--- src/rtl/iter_muldiv_unit.sv ---
// Multi-cycle unsigned MUL/MULHU/DIVU/REMU unit: shift-add multiply and restoring divide,
// one bit per clock. Define FAST_ZERO_EN for a two-cycle early-out on zero operands or divisor.
module iter_muldiv_unit #(
    parameter int unsigned WIDTH  = 32,
    parameter int unsigned ADDR_W = 5
) (
    input  logic              clk,
    input  logic              rst,
    input  logic              start,
    input  logic [1:0]        op,
    input  logic [WIDTH-1:0]  rs1_data,
    input  logic [WIDTH-1:0]  rs2_data,
    input  logic [ADDR_W-1:0] rd_addr,
    output logic              busy,
    output logic              Write,
    output logic [ADDR_W-1:0] D_address,
    output logic [WIDTH-1:0]  D_data
);

    localparam int unsigned CNT_W = (WIDTH > 1) ? $clog2(WIDTH) : 1;
    localparam logic [CNT_W-1:0] LAST_CNT = CNT_W'(WIDTH - 1);

    localparam logic [1:0] OP_MUL   = 2'b00;
    localparam logic [1:0] OP_MULHU = 2'b01;
    localparam logic [1:0] OP_DIVU  = 2'b10;
    localparam logic [1:0] OP_REMU  = 2'b11;

    typedef enum logic [1:0] {
        StIdle = 2'b00,
        StRun  = 2'b01,
        StDone = 2'b10
    } state_t;

    state_t              r_state;
    logic [1:0]          r_op;
    logic [WIDTH-1:0]    r_opa;
    logic [WIDTH-1:0]    r_opb;
    logic [ADDR_W-1:0]   r_rd;
    logic [CNT_W-1:0]    r_cnt;
    logic [2*WIDTH-1:0]  r_prod;
    logic [WIDTH-1:0]    r_rem;
    logic [WIDTH-1:0]    r_quo;
    logic                r_busy;
    logic                r_write;
    logic [ADDR_W-1:0]   r_d_addr;
    logic [WIDTH-1:0]    r_d_data;
`ifdef FAST_ZERO_EN
    logic                r_fast;
    logic                w_fast_hit;
    logic [WIDTH-1:0]    w_fast_result;
`endif

    logic [WIDTH:0]      w_mul_sum;
    logic [2*WIDTH-1:0]  w_prod_nxt;
    logic [WIDTH:0]      w_rem_shift;
    logic [WIDTH-1:0]    w_rem_sub;
    logic                w_q_bit;
    logic [WIDTH-1:0]    w_rem_nxt;
    logic [WIDTH-1:0]    w_quo_nxt;
    logic [WIDTH-1:0]    w_result;
    logic                w_finish;
    logic [WIDTH-1:0]    w_final;

    // Multiply: add multiplicand into the upper half on multiplier LSB, then shift right.
    always_comb begin
        w_mul_sum  = {1'b0, r_prod[2*WIDTH-1:WIDTH]} + (r_prod[0] ? {1'b0, r_opa} : '0);
        w_prod_nxt = {w_mul_sum, r_prod[WIDTH-1:1]};
    end

    // Divide: r_quo starts as the dividend and is shifted out MSB-first while quotient
    // bits enter at the LSB; a zero divisor naturally yields all-ones and the dividend.
    always_comb begin
        w_rem_shift = {r_rem, r_quo[WIDTH-1]};
        w_q_bit     = (w_rem_shift >= {1'b0, r_opb});
        w_rem_sub   = w_rem_shift[WIDTH-1:0] - r_opb;
        w_rem_nxt   = w_q_bit ? w_rem_sub : w_rem_shift[WIDTH-1:0];
        w_quo_nxt   = {r_quo[WIDTH-2:0], w_q_bit};
    end

    always_comb begin
        w_result = '0;
        unique case (r_op)
            OP_MUL:   w_result = w_prod_nxt[WIDTH-1:0];
            OP_MULHU: w_result = w_prod_nxt[2*WIDTH-1:WIDTH];
            OP_DIVU:  w_result = w_quo_nxt;
            OP_REMU:  w_result = w_rem_nxt;
            default:  w_result = '0;
        endcase
    end

`ifdef FAST_ZERO_EN
    always_comb begin
        w_fast_hit    = op[1] ? (rs2_data == '0) : ((rs1_data == '0) || (rs2_data == '0));
        w_fast_result = '0;
        unique case (r_op)
            OP_MUL, OP_MULHU: w_fast_result = '0;
            OP_DIVU:          w_fast_result = '1;
            OP_REMU:          w_fast_result = r_opa;
            default:          w_fast_result = '0;
        endcase
    end
`endif

    always_comb begin
        w_finish = (r_cnt == LAST_CNT);
        w_final  = w_result;
`ifdef FAST_ZERO_EN
        if (r_fast) begin
            w_finish = 1'b1;
            w_final  = w_fast_result;
        end
`endif
    end

    always_ff @(posedge clk or negedge rst) begin
        if (!rst) begin
            r_state  <= StIdle;
            r_op     <= '0;
            r_opa    <= '0;
            r_opb    <= '0;
            r_rd     <= '0;
            r_cnt    <= '0;
            r_prod   <= '0;
            r_rem    <= '0;
            r_quo    <= '0;
            r_busy   <= 1'b0;
            r_write  <= 1'b0;
            r_d_addr <= '0;
            r_d_data <= '0;
`ifdef FAST_ZERO_EN
            r_fast   <= 1'b0;
`endif
        end else begin
            r_write <= 1'b0;
            case (r_state)
                StIdle: begin
                    if (start) begin
                        r_op    <= op;
                        r_opa   <= rs1_data;
                        r_opb   <= rs2_data;
                        r_rd    <= rd_addr;
                        r_cnt   <= '0;
                        r_prod  <= {{WIDTH{1'b0}}, rs2_data};
                        r_rem   <= '0;
                        r_quo   <= rs1_data;
                        r_busy  <= 1'b1;
                        r_state <= StRun;
`ifdef FAST_ZERO_EN
                        r_fast  <= w_fast_hit;
`endif
                    end
                end
                StRun: begin
                    if (r_op[1]) begin
                        r_rem <= w_rem_nxt;
                        r_quo <= w_quo_nxt;
                    end else begin
                        r_prod <= w_prod_nxt;
                    end
                    r_cnt <= r_cnt + CNT_W'(1);
                    if (w_finish) begin
                        r_state  <= StDone;
                        // Register x0 is never written, but the result is still presented.
                        r_write  <= (r_rd != '0);
                        r_d_addr <= r_rd;
                        r_d_data <= w_final;
                    end
                end
                StDone: begin
                    r_state <= StIdle;
                    r_busy  <= 1'b0;
                end
                default: begin
                    r_state <= StIdle;
                    r_busy  <= 1'b0;
                end
            endcase
        end
    end

    assign busy      = r_busy;
    assign Write     = r_write;
    assign D_address = r_d_addr;
    assign D_data    = r_d_data;

endmodule

--- config.mk ---
export PLATFORM = sky130hd
export DESIGN_NAME = iter_muldiv_unit
export DESIGN_NICKNAME = d
export VERILOG_FILES = /design/src/rtl/iter_muldiv_unit.sv
export SDC_FILE = /design/constraint.sdc
export NUM_CORES = 1
export LEC_CHECK = 0
export ABC_AREA = 1
export CORE_ASPECT_RATIO = 1.1
export CORE_UTILIZATION = 27
export DETAILED_ROUTE_END_ITERATION = 16
export MAX_ROUTING_LAYER = met4
export REMOVE_ABC_BUFFERS = 1
export SLEW_MARGIN = 20
export SYNTH_ARGS = -nofsm -noshare
export SYNTH_HDL_FRONTEND = slang
export SYNTH_SLANG_ARGS = --single-unit
export TNS_END_PERCENT = 10
--- constraint.sdc ---
create_clock -name clk -period 3.12 [get_ports clk]
set_clock_uncertainty 0.1 [all_clocks]
set_input_delay 0.468 -clock clk [delete_from_list [all_inputs] [get_ports clk]]
set_output_delay 0.468 -clock clk [all_outputs]
set_load 0.01 [all_outputs]
Word level (Yosys, flattened, before mapping)
Index checks and enable logic that the tools add are counted.
{ "totals": {"register_bits": 245, "out_inout_bits": 39, "wordCells": 59} }
{ "classes": {"addsub": 3, "n_lt_le_gt_ge": 1, "eq_ne": 9, "n_mux": 21, "bitwise_logic": 1, "reduce_logical": 11} }
{ "op_table": {"columns": ["cell", "n"], "rows": [
  ["2-to-1 mux 32 bit", 6],
  ["2-to-1 mux 64 bit", 2],
  ["one-hot mux 32 bit (2 select lines)", 2],
  ["one-hot mux 32 bit (4 select lines)", 1],
  ["one-hot mux 64 bit (2 select lines)", 1],
  ["adder 32 x 32 -> 33 bit", 1],
  ["greater-or-equal comparator 33 x 32 -> 1 bit", 1],
  ["subtractor 32 bit", 1],
  ["one-hot mux 5 bit (2 select lines)", 1],
  ["AND reduction 2 bit", 5],
  ["inequality test 2 bit, second input constant", 4],
  ["AND reduction 3 bit", 2],
  ["adder 5 x 1 -> 5 bit, second input constant", 1],
  ["equality test 5 bit, second input constant", 1],
  ["2-to-1 mux 5 bit", 1],
  ["nonzero test 5 bit", 1],
  ["equality test 2 x 1 -> 1 bit, second input constant", 2],
  ["equality test 2 bit, second input constant", 2],
  ["logical NOT 2 bit", 2],
  ["2-to-1 mux 2 bit", 2],
  ["one-hot mux 2 bit (2 select lines)", 1],
  ["2-to-1 mux 1 bit", 3],
  ["one-hot mux 1 bit (2 select lines)", 1],
  ["nonzero test 2 bit", 1],
  ["inverter 1 bit", 1]
]} }

Longest topological paths before layout
{ "logic_depth": {"depth_word": 4, "ltp_mapped": 22, "mapped_depth_nobuf": 20} }

Worst setup path before layout
Ideal clock, no wire load.
{ "synth_path": {"path_type": "register to register", "start": "register r_prod[0]", "end": "register r_d_data[19], in the netlist D_data[19]", "setup_ns": 0.117, "t_arrival_ns": 2.547, "required_ns": 2.903, "setup_slack_ns": 0.356, "stages_incl_launch_ff": 22, "path_buffers": 2, "synth_period_minus_slack_ns": 2.764, "path_cell_list": "dfrtp_1 > clkbuf_1 > clkbuf_1 > nand2_1 > inv_1 > ha_1 > inv_1 > fa_1 > o21ai_0 > nand2_1 > nand2_1 > nand2_1 > nand2_1 > nand2_1 > nand2_1 > nand2_1 > nand3_1 > nand2_1 > inv_1 > nand2_1 > nand2_1 > nand2_1"} }
{ "synth_between": {"elab_chain_len": 3} }
{ "synth_lines": {"columns": ["element", "line", "text"], "rows": [
  ["start, declared", "40", "logic [2*WIDTH-1:0] r_prod;"],
  ["start signal, assigned", "143", "r_prod <= {{WIDTH{1'b0}}, rs2_data};"],
  ["start signal, assigned", "158", "r_prod <= w_prod_nxt;"],
  ["2-to-1 mux 32 bit", "66", "w_mul_sum = {1'b0, r_prod[2*WIDTH-1:WIDTH]} + (r_prod[0] ? {1'b0, r_opa} : '0);"],
  ["adder 32 x 32 -> 33 bit", "66", null],
  ["one-hot mux 32 bit (4 select lines)", "82", "unique case (r_op)"],
  ["end signal, assigned", "166", "r_d_data <= w_final;"],
  ["end, declared", "46", "logic [WIDTH-1:0] r_d_data;"]
]} }
Every way passes these cells.
A chain may end at the register's enable or synchronous reset.

Worst setup path after layout
{ "layout_path": {"start": "register r_prod[0]", "end": "register r_d_data[24], in the netlist D_data[24]"} }
The elaborated chain is that of the path after synthesis.

==> results.cfg <==
[detailed_routing]
vias_per_cell = 4.703
drt_iter0_drc = 984
wire_per_inst_um = 16.94
drcViolationCount = 0
dr.pass1.iters = 5
wl_mm = 53.31
final_antenna_net_count = 0
vias = 14800

[synth]
synth_compound_area_share_pct = 15.25
synth_fa_ha_area_share_pct = 5.479
yosysSeqAreaShare_pct = 38.80
synth_edf_count = 0
synth.avg_cell_area_um2 = 6.927
muxShareOfSynthArea_pct = 0
synth_cells = 2281
synth_cell_types = 45
synth_flop_cell = dfrtp_1
yosys.area_share.simple_pct = 28.30
synth_top_family_by_area = simple AND/OR/NAND/NOR gates
yosys_register_bits = 245
yosys_warnings = 0
async_flop_share_pct = 100.0
syn_area_um2 = 15800
synth-xor-area-share_pct = 1.718

[sta]
tightest_slew_ns = 0.7794
drv_slew = 0
rsz0062_at_grt = no
finalCritPeriodShare_pct = 92.17
holdWs_ns = 0.2904
slew_headroom_pct = 48.04
min_period_ns = 2.876
hold_violations = 0
setup_viol = 0
fmax_ghz = 0.3477

[die]
die-area_um2 = 59500
die_w_um = 232.7
start_util_pct = 27.45
ios = 113
fp-row-count = 92
coreArea_um2 = 57560
fp.dieH_um = 255.7

[clocking]
clockBufferDepth = 3
clkSinkCount = 245
clk_pin_slew_ns = 0.07
cts_htree_levels = 1
cts_tree = done
root_buffer = clkbuf_16
cts_buffers = 27
post_cts_buffers = 0
clk-insertion-delay-late_ns = 0.57

[grt]
antenna_found_initial = 0
track_usage_pct = 18.64
grt_pass1_vias = 14670
grt_max_degree = 116
grt_pass1_wl_mm = 84.28
grt_overflow = 0

[layout]
num-fill-cells = 6264
diodes = 0
final_area_um2 = 18760
final_nets = 2517
drive_gt1_share_pct = 5.303
syn2layout_area_growth_pct = 18.74

[power]
total_power_mw = 24.14
p_per_area_nw_per_um2 = 1286
peakVddDrop_v = 0.0006077
leakage_nw = 9.770

[critical_path]
path_buf_inv = 3
cpMostUsedCell = nand2_1
start_kind = flip-flop
critPathKind = flip-flop to flip-flop
critPathSlowestCell = dfrtp_1
cp.arrival_ns = 3.23
worstPathCellList = buf_12 -> nand2_1 -> inv_1 -> ha_1 -> or2_2 -> nand3b_1 -> nand2_1 -> a21oi_1 -> inv_1 -> nand2_1 -> nand4_1 -> nand3_1 -> nand3_1 -> nand2_1 -> nand2_1
worstPathRequired_ns = 3.48
critical_path.top_delay_family = simple AND/OR/NAND/NOR gates
max_stage_delay_ns = 0.42
cp_max_fo = 31
cp-end-kind = flip-flop

[place]
gp_congestion = 0.9409
hpwl_mm = 41.13
port_buffers = 112
placed_area_um2 = 17880

[worst_hold_path]
holdCritPathClass = primary input to asynchronous set/reset pin

[flow_run]
drv_cap = 0

[run_status]
status = finished clean
## routing by layer
metal	up-vias	global-route usage, %	routed length [um]
li1	7436	-	-
met1	6951	23.81	23890
met2	317	30.74	25710
met3	95	1.705	1871
met4	0	6.318	1839
met5	-	-	0
## path summary, 6_finish.rpt
| kind | cells past startpoint | from | endpoint | slack [ns] |
|---|---|---|---|---|
| setup / recovery | 15 | r_prod[0]$_DFFE_PN0P_ | D_data[24]$_DFFE_PN0P_ | 0.24 |
| hold / removal | 2 | rst | D_data[5]$_DFFE_PN0P_ | 0.29 |
| setup reg to reg | 15 | r_prod[0]$_DFFE_PN0P_ | D_data[24]$_DFFE_PN0P_ | 0.24 |
| hold reg to reg | 2 | r_opa[4]$_DFFE_PN0P_ | r_opa[4]$_DFFE_PN0P_ | 0.37 |
| max in group asynchronous | 3 | rst | r_quo[27]$_DFFE_PN0P_ | 1.84 |
| min in group clk | 3 | rd_addr[1] | r_rd[1]$_DFFE_PN0P_ | 0.35 |
## per-stage QoR
step,setup TNS [ns],std cells,setup slack (ns),util [%]
finish,0,3147,0.2442,32.60
global route,0,3147,0.04792,32.60
CTS,0,3147,0.2314,32.60
detailed placement,0,3097,0.2591,31.07
global placement,0,3097,0.1815,31.07
floorplan,-793.70,2197,-5.478,-
## report_power, final
group / total [mW] / switching, mW / internal, mW / leakage (nW)
combinational: 15.3 / 10.1 / 5.21 / 6.32
clock: 3.23 / 1.43 / 1.79 / 0.419
sequential: 5.60 / 0.869 / 4.73 / 3.03
## repair_timing
| action | in CTS | in global routing |
|---|---|---|
| gates resized for setup | 0 | 1 |
| endpoints found under the hold margin | 34 | 0 |
| setup endpoints to repair | 0 | 3 |
| hold buffers | 1 | 0 |
## final cells by class
| class | instances | area [um^2] | share of cell area (%) |
|---|---|---|---|
| inverter | 341 | 1280 | 6.822 |
| clock buffer | 32 | 704.4 | 3.754 |
| timing repair buffer | 149 | 1494 | 7.962 |
| multi-input combinational | 1611 | 8049 | 42.90 |
| tap | 752 | 940.9 | 5.015 |
| clock inverter | 17 | 163.9 | 0.8736 |
| sequential | 245 | 6131 | 32.68 |
## flip-flops by register name, indices dropped and copies added, names as in the netlist
register,count
r_opa,32
r_rem,32
r_opb,32
D_data,32
r_prod,64
r_op,2
r_state,2
r_quo,32
r_rd,5
Write,1
D_address,5
r_cnt,5
busy,1
## cells in the mapped netlist, drive strengths merged (14+ instances only)
library cell / count / area [um^2]
a21oi: 92 / 464.2
o21ai: 210 / 1066
ha: 66 / 825.8
clkbuf: 66 / 247.7
inv: 341 / 1280
o211ai: 64 / 480.5
nand2: 848 / 3218
o21bai: 17 / 127.6
nand3: 103 / 535.5
xor2: 17 / 148.9
nor2: 102 / 427.9
dfrtp: 245 / 6131
xnor2: 14 / 122.6
buf: 18 / 123.9
a22o: 14 / 122.6
## placed cells by master, fill, tap and decap left out, drive strengths merged, types with 17 or more instances in the layout
master and instances:
nand2 848, inv 344, dfrtp 245, o21ai 210, clkdlybuf4s50 111, nand3 103
nor2 102, a21oi 92, ha 66, o211ai 64, buf 37, clkbuf 32
o21bai 17, xor2 17
## cell families (layout without fill, tap and decap cells)
kind of cell | Yosys count | count (layout)
AO/OA/AOI/OAI | 415 | 415
AND/OR/NAND/NOR | 1097 | 1097
flip-flops | 245 | 245
buffers and inverters | 425 | 539
adder cells (fa/ha/maj) | 68 | 68
XOR/XNOR | 31 | 31
No activity file was read; power rests on OpenSTA's default activity.
